$ cat src/rtl/gtech_rr_arb4.sv
// gtech_rr_arb4: four-requester round-robin arbiter with a registered one-hot
// grant, hold-while-requested ownership, optional forced release after
// MAX_HOLD cycles, and a mandatory dead cycle between two owners.
//
// Optional build macro GTECH_RR_ARB4_PRIO0_EN adds the PRIO0 input. While it is
// high, requester 0 wins every IDLE arbitration it takes part in. Other
// waiters cannot preempt requester 0 while PRIO0 is high. REQ[0] counts as
// a preempting waiter only while PRIO0 is high.
//
// Handshake: REQ[i] is a level request held until the requester is done.
// Requester i owns the resource for every cycle in which GNT[i]=1. Dropping
// REQ[i] releases ownership at the next CP edge. A new owner is never granted
// on the edge that releases the previous one.
//
// dbg_state exposes the FSM state (0 = IDLE, 1 = OWN) for checkers.
module gtech_rr_arb4 #(
  parameter int CNT_W    = 8,
  parameter int MAX_HOLD = 16
) (
  input  logic       CP,
  input  logic       CD,
  input  logic [3:0] REQ,
`ifdef GTECH_RR_ARB4_PRIO0_EN
  input  logic       PRIO0,
`endif
  output logic [3:0] GNT,
  output logic [1:0] GNT_ID,
  output logic       BUSY,
  output logic       ALL_REQ,
  output logic       PREEMPT,
  output logic       dbg_state
);

  typedef enum logic {
    IDLE = 1'b0,
    OWN  = 1'b1
  } state_t;

  localparam logic [CNT_W-1:0] MAX_HC = CNT_W'(MAX_HOLD);

  state_t           state;
  logic [1:0]       ptr;
  logic [CNT_W-1:0] hcnt;

  logic [1:0]       win;
  logic [3:0]       win_oh;
  logic             found;
  logic [1:0]       idx;
  logic [3:0]       waiters;
  logic             hold_done;
  logic             preempt_hit;

  assign ALL_REQ   = REQ[0] & REQ[1] & REQ[2] & REQ[3];
  assign dbg_state = (state == OWN);

  // Winner: first set request searching ptr, ptr+1, ... modulo 4
  always_comb begin
    win   = 2'd0;
    found = 1'b0;
    idx   = 2'd0;
    for (int k = 0; k < 4; k++) begin
      idx = ptr + 2'(k);
      if (!found && REQ[idx]) begin
        win   = idx;
        found = 1'b1;
      end
    end
`ifdef GTECH_RR_ARB4_PRIO0_EN
    if (PRIO0 && REQ[0]) begin
      win = 2'd0;
    end
`endif
    win_oh = 4'b0001 << win;
  end

  // Requesters other than the current owner that may force a release
  always_comb begin
    waiters = REQ & ~(4'b0001 << GNT_ID);
`ifdef GTECH_RR_ARB4_PRIO0_EN
    if (!PRIO0) begin
      waiters[0] = 1'b0;
    end
    if (PRIO0 && (GNT_ID == 2'd0)) begin
      waiters = 4'b0000;
    end
`endif
  end

  // MAX_HOLD of zero disables forced release entirely
  generate
    if (MAX_HOLD == 0) begin : g_no_hold_limit
      assign hold_done = 1'b0;
    end else begin : g_hold_limit
      assign hold_done = (hcnt >= MAX_HC);
    end
  endgenerate

  assign preempt_hit = hold_done && (waiters != 4'b0000);

  // Arbitration FSM with registered grant, owner id, busy and preempt pulse
  always_ff @(posedge CP or negedge CD) begin
    if (!CD) begin
      state   <= IDLE;
      GNT     <= 4'b0000;
      GNT_ID  <= 2'd0;
      BUSY    <= 1'b0;
      PREEMPT <= 1'b0;
      ptr     <= 2'd0;
      hcnt    <= '0;
    end else begin
      PREEMPT <= 1'b0;
      case (state)
        IDLE: begin
          if (REQ != 4'b0000) begin
            GNT    <= win_oh;
            GNT_ID <= win;
            BUSY   <= 1'b1;
            hcnt   <= CNT_W'(1);
            state  <= OWN;
          end else begin
            GNT <= 4'b0000;
          end
        end
        OWN: begin
          if (!REQ[GNT_ID] || preempt_hit) begin
            // Owner dropping its request takes precedence: no preempt pulse
            PREEMPT <= REQ[GNT_ID];
            GNT     <= 4'b0000;
            BUSY    <= 1'b0;
            ptr     <= GNT_ID + 2'd1;
            hcnt    <= '0;
            state   <= IDLE;
          end else if (hcnt != {CNT_W{1'b1}}) begin
            hcnt <= hcnt + 1'b1;
          end
        end
        default: begin
          state <= IDLE;
          GNT   <= 4'b0000;
          BUSY  <= 1'b0;
        end
      endcase
    end
  end

endmodule

$ cat config.mk
export PLATFORM = sky130hd
export DESIGN_NAME = gtech_rr_arb4
export DESIGN_NICKNAME = d
export VERILOG_FILES = /design/src/rtl/gtech_rr_arb4.sv
export SDC_FILE = /design/constraint.sdc
export NUM_CORES = 1
export LEC_CHECK = 0
export BUFFER_PORTS_ARGS = -buffer_cell sky130_fd_sc_hd__buf_4
export CORE_MARGIN = 2
export CORE_UTILIZATION = 61
export DETAILED_ROUTE_END_ITERATION = 7
export PLACE_DENSITY = 0.87
export SLEW_MARGIN = 10
export SYNTH_ARGS = -nofsm -noshare
export SYNTH_HDL_FRONTEND = slang
export SYNTH_SLANG_ARGS = --single-unit
$ cat constraint.sdc
create_clock -name CP -period 5 [get_ports CP]
set_input_delay 0.25 -clock CP [delete_from_list [all_inputs] [get_ports CP]]
set_output_delay 0.25 -clock CP [all_outputs]
set_load 0.01 [all_outputs]
# After elaboration in Yosys (flattened, before gate mapping)

Cells that the tools add are included.

Add/subtract/negate cells: 5
Order comparisons: 6
Eq/ne operators: 4
Shift operators: 2
Mux-type cells: 32
Bitwise logic cells: 6
Reductions and logical operators: 15

Operator list:

| cell                                                                         | count |
|---|---|
| 8-bit 2-to-1 mux                                                             | 3 |
| 8-bit one-hot mux with 2 select lines                                        | 1 |
| 2-bit by 3-bit less-than comparator with 1-bit output, second input constant | 5 |
| 1-bit 2-to-1 mux                                                             | 14 |
| 1-bit binary-select mux with 2-bit select                                    | 5 |
| 8-bit by 1-bit adder with 8-bit output, second input constant                | 1 |
| 8-bit by 5-bit >= comparator with 1-bit output, second input constant        | 1 |
| 2-bit 2-to-1 mux                                                             | 4 |
| 4-bit 2-to-1 mux                                                             | 2 |
| 8-bit != test, second input constant                                         | 1 |
| 4-bit one-hot mux with 2 select lines                                        | 1 |
| 2-bit AND reduction                                                          | 4 |
| 4-bit nonzero test                                                           | 2 |
| 1-bit by 2-bit << shifter with 4-bit output, first input constant            | 2 |
| 2-bit by 1-bit adder with 2-bit output, second input constant                | 2 |
| 2-bit adder, second input constant                                           | 2 |
| 4-bit AND                                                                    | 1 |
| 1-bit logical AND                                                            | 4 |
| 1-bit logical NOT                                                            | 4 |
| 4-bit inverter                                                               | 1 |
| 1-bit one-hot mux with 2 select lines                                        | 2 |
| 1-bit AND                                                                    | 3 |
| 3-bit by 1-bit != test with 1-bit output, second input constant              | 1 |
| 2-bit by 1-bit != test with 1-bit output, second input constant              | 1 |
| other kinds (3)                                                              | 3 |

Bits in registers: 19
Input port bits: 6
Output and inout port bits: 10
Word-level logic and storage cells: 77

# Longest topological paths before layout

Depth after elaboration: 15
Mapped depth: 7
Gate-level depth less buffers: 6

# Least setup slack after synthesis

OpenSTA, ideal clock, no wires.

Kind: flip-flop to flip-flop
Start point: register GNT_ID[0]
End point: register ptr[1]
Setup time: 0.128 ns
Arrival: 1.754 ns
Slack: 3.119 ns
Stages on the path, launching flop included: 7
Clock period less this slack: 1.881 ns
Cell sequence: dfrtp_1 -> inv_1 -> ha_1 -> nor2b_4 -> o41ai_4 -> o21ai_4 -> mux2_1

Longest elaborated chain between the ends: 7

Ends and longest elaborated chain:

| item                                        | line | source |
|---|---|---|
| start: declaration                          | 27   | `output logic [1:0] GNT_ID,` |
| start signal: assignment                    | 116  | `GNT_ID <= win;` |
| 1-bit by 2-bit << shifter with 4-bit output | 78   | `waiters = REQ & ~(4'b0001 << GNT_ID);` |
| 4-bit inverter                              | 78   |  |
| 4-bit AND                                   | 78   |  |
| 4-bit nonzero test                          | 98   | `assign preempt_hit = hold_done && (waiters != 4'b0000);` |
| 1-bit logical AND                           | 98   |  |
| 1-bit logical OR                            | 125  | `if (!REQ[GNT_ID] \|\| preempt_hit) begin` |
| 2-bit AND reduction (no source line)        | n/a  |  |
| end signal: assignment                      | 130  | `ptr <= GNT_ID + 2'd1;` |
| end: declaration                            | 42   | `logic [1:0] ptr;` |

Several ways; a longest one is shown, not always the timed one. The select of a mux whose other input is x is not followed.
A chain may end at the register's enable or synchronous reset.

# Final worst setup path

Ends and elaborated chain as after synthesis.

==> results.json <==
{
  "run_status": "complete, no violations",
  "slew_headroom_pct": 35.1,
  "io_pins": 16,
  "warning_count_from_the_yosys_run": 0,
  "share_seq_of_total_power_pct": 38.6,
  "timing.critical_path.from": "GNT_ID[0]",
  "final_layout_size_suffix_gt1_share_pct": 17.6,
  "r2r_cells": 6,
  "portBuffers": 15,
  "timing.critical_path.fanout_max": 15,
  "finalWeightedCongestion": 0.822,
  "route.detailed.drc": 0,
  "grt_start_max_net_pins": 20,
  "worst_setup_path_endpoint": "ptr[1]",
  "mostFrequentLayoutCells": "19 x sky130_fd_sc_hd__dfrtp_1, 15 x sky130_fd_sc_hd__buf_4, 9 x sky130_fd_sc_hd__inv_1",
  "post_detailed_route_via_to_cell_ratio": 6.28,
  "hold_viol_final": 0,
  "num-nets-final": 155,
  "std_cell_rows": 16,
  "initial_antenna_violation_count": 0,
  "post_synth_instance_area_um2": 1240,
  "clock_insertion_delay_worst_skew_ps": 300,
  "critical_path_arrival_ps": 2540,
  "synth.distinct_cells": 44,
  "post-dp-hpwl_mm": 1.93,
  "layout_worst_path_cycle_share_pct": 46.7,
  "drt_first_iter_violations": 45,
  "cap_viol_max_count": 0,
  "global_route_wire_length_before_repair_mm": 4.72,
  "yosysSeqAreaShare_pct": 38.3,
  "synthTopCellsByArea": "sky130_fd_sc_hd__dfrtp_1 38%, sky130_fd_sc_hd__ha_1 6.0%, sky130_fd_sc_hd__mux2i_1 4.8%",
  "rsz0062_at_grt": "false",
  "worst-setup-path-type": "flip-flop to flip-flop",
  "reg2reg_to": "ptr[1]",
  "design.core.area_um2": 1940,
  "synth_ff_type": "sky130_fd_sc_hd__dfrtp_1",
  "worst_r2r_startpoint": "GNT_ID[0]",
  "die_x_um": 49.1,
  "yosys_register_bits": 19,
  "first_global_vias": 1044,
  "fp.dieArea_um2": 2410,
  "clock-root-buffer": "sky130_fd_sc_hd__clkbuf_4",
  "post-cts-setup-buffer-count": 0,
  "route.final.wire_length_mm": 2.69,
  "crit_path_cell_trace": "inv_1 -> ha_1 -> nor2b_4 -> o41ai_4 -> o21ai_4 -> mux2_1",
  "antenna-diode-count": 0,
  "power_frac_comb_pct": 49.2,
  "drt_first_pass_iters": 4,
  "synth-edff-count": 0,
  "cts_max_path_buffers": 2,
  "clock_slew_at_reported_path_ffs_ps": 120,
  "setup.worst_path.start_class": "flip-flop",
  "non_filler_instance_count_after_layout": 169,
  "ir_drop_v": 0.000358,
  "asyncSetResetFlopFracSynth_pct": 100,
  "critical_path.n_buffers_inverters": 1,
  "finalWorstPathRequiredPeriod_ps": 2330,
  "netlist.top_cell.by_area": "sky130_fd_sc_hd__dfrtp_1",
  "static-leakage-power_nw": 0.610,
  "setup_tns_ps": 0,
  "cell_internal_pwr_w": 0.000377,
  "utilization_pct": 72.0,
  "layout-area-overhead-vs-synth_pct": 12.6,
  "power.density_nw_per_um2": 481,
  "vertical_extent_of_the_die_um": 49.1,
  "finalSetupViolCount": 0,
  "clock-skew-final_ps": 10.1,
  "dp_slack_ps": 2710,
  "net_switching_power_of_the_design_w": 0.000295,
  "critical-path-slowest-cell": "sky130_fd_sc_hd__o41ai_4",
  "worstPathRequired_ps": 5200,
  "initial_core_util_pct": 63.9,
  "clockPowerShare_pct": 12.2,
  "drv_slew": 0,
  "cts-buffers-inserted": 3,
  "cts_num_sinks": 19,
  "path_delay_family": "compound AO/OA/AOI/OAI gates",
  "worst_hold_path_type": "input pin to async pin",
  "max_stage_delay_ps": 840,
  "syn-mean-instance-area_um2": 9.85,
  "endpoint_kind_of_the_worst_setup_timing_path": "flip-flop",
  "tightestPinTransition_ps": 973,
  "post-route-worst-setup-slack_ps": 2670,
  "post-place-cells": 164,
  "power.share.switching_pct": 43.9,
  "synth_fp_nets": 138,
  "ant_nets": 0,
  "grt.total_usage_pct": 25.0,
  "syn-instance-count": 126,
  "critical_path_depth": 6,
  "synth_top_area_share_pct": 38.3,
  "grt_overflow_total": 0,
  "via_count": 1061,
  "most_frequent_standard_cell_in_the_layout_excluding_fill_and_tap_cells": "sky130_fd_sc_hd__dfrtp_1",
  "reg2reg_slack_ps": 2670,
  "wl_per_cell_um": 15.9,
  "cts_tree": "yes",
  "timing.fmax_mhz": 429,
  "cts_htree_levels": 1
}
==> routing by layer <==
metal,wire length (um),GRT usage (%),vias up
met2,1320,37.8,40
met5,0,0,-
met3,153,2.76,2
li1,-,-,505
met4,14,10.0,0
met1,1200,36.6,514
==> cell families (layout without fill, tap and decap cells) <==
kind of cell / count (synthesis) / count (layout) / share of synthesized area (%)
and+or+nand+nor: 46 / 46 / 21.1
buffers and inverters: 13 / 29 / 5.14
DFF: 19 / 19 / 38.3
adders and majority gates: 6 / 6 / 6.05
AOI/OAI and AO/OA: 32 / 32 / 21.4
muxes: 8 / 8 / 6.65
xor gates and xnor gates: 2 / 2 / 1.41
==> Yosys cell counts, types with 3 or more instances <==
master and instances:
sky130_fd_sc_hd__nand2_1 7, sky130_fd_sc_hd__a21oi_1 3, sky130_fd_sc_hd__dfrtp_1 19, sky130_fd_sc_hd__mux2i_1 6
sky130_fd_sc_hd__o21ai_0 3, sky130_fd_sc_hd__and3_1 4, sky130_fd_sc_hd__ha_1 6, sky130_fd_sc_hd__o2111ai_1 3
sky130_fd_sc_hd__a31oi_1 4, sky130_fd_sc_hd__nor2b_1 5, sky130_fd_sc_hd__inv_1 9, sky130_fd_sc_hd__nand3_1 6
sky130_fd_sc_hd__nor2_1 7, sky130_fd_sc_hd__nand4_1 3
==> sequential cells by signal, indices dropped and copies added, names as in the netlist <==
name,count
PREEMPT,1
GNT_ID,2
ptr,2
GNT,4
BUSY,1
hcnt,8
dbg_state,1
==> worst reg2reg max path, stage by stage (launching register included) <==
cell and delay [ps]:
sky130_fd_sc_hd__dfrtp_1 490, sky130_fd_sc_hd__inv_1 140, sky130_fd_sc_hd__ha_1 200, sky130_fd_sc_hd__nor2b_4 50
sky130_fd_sc_hd__o41ai_4 840, sky130_fd_sc_hd__o21ai_4 160, sky130_fd_sc_hd__mux2_1 340
==> timing repair <==
| item | in CTS | in global routing |
|---|---|---|
| hold buffers | 1 | 0 |
| hold endpoints to repair | 19 | 0 |
| gates resized for setup | 0 | 0 |
==> final cells by class <==
class                           instances  area [um^2]
Timing Repair Buffer                   16          123
Clock buffer                            3         22.5
Multi-Input combinational cell         94          702
Inverter                                9         33.8
Clock inverter                          1         7.51
Sequential cell                        19          475
Fill cell                             157          544
Tap cell                               27         33.8
==> worst min-delay path by stage <==
| stage | from | endpoint | slack [ps] | cells after the start |
|---|---|---|---|---|
| final | CD | GNT[1] | 330 | 2 |
| after global routing | CD | ptr[0] | 360 | 2 |
| after CTS | CD | GNT[1] | 340 | 2 |
| after detailed placement | CD | GNT[1] | 140 | 1 |
| after global placement | CD | GNT[3] | 130 | 1 |
| after floorplan | CD | BUSY | -50 | 0 |
==> power groups by stage <==
stage          registers (W)  logic (W)  clock network (W)
5_1_grt             0.000267   0.000367          0.0000891
4_1_cts             0.000258   0.000332          0.0000819
6_report            0.000259   0.000331          0.0000818
3_5_place_dp        0.000261   0.000329                  0
2_1_floorplan       0.000257   0.000224                  0
3_3_place_gp        0.000257   0.000317                  0
==> metrics by stage <==
step	hold WS (ps)	total power, W	area (um^2)
after floorplan	-45.6	0.000481	1240
after global placement	134	0.000573	1360
after detailed placement	140	0.000590	1360
after CTS	345	0.000672	1400
after global routing	359	0.000723	1400
final	334	0.000672	1400
Note: power is estimated with default switching activity, not from simulation.
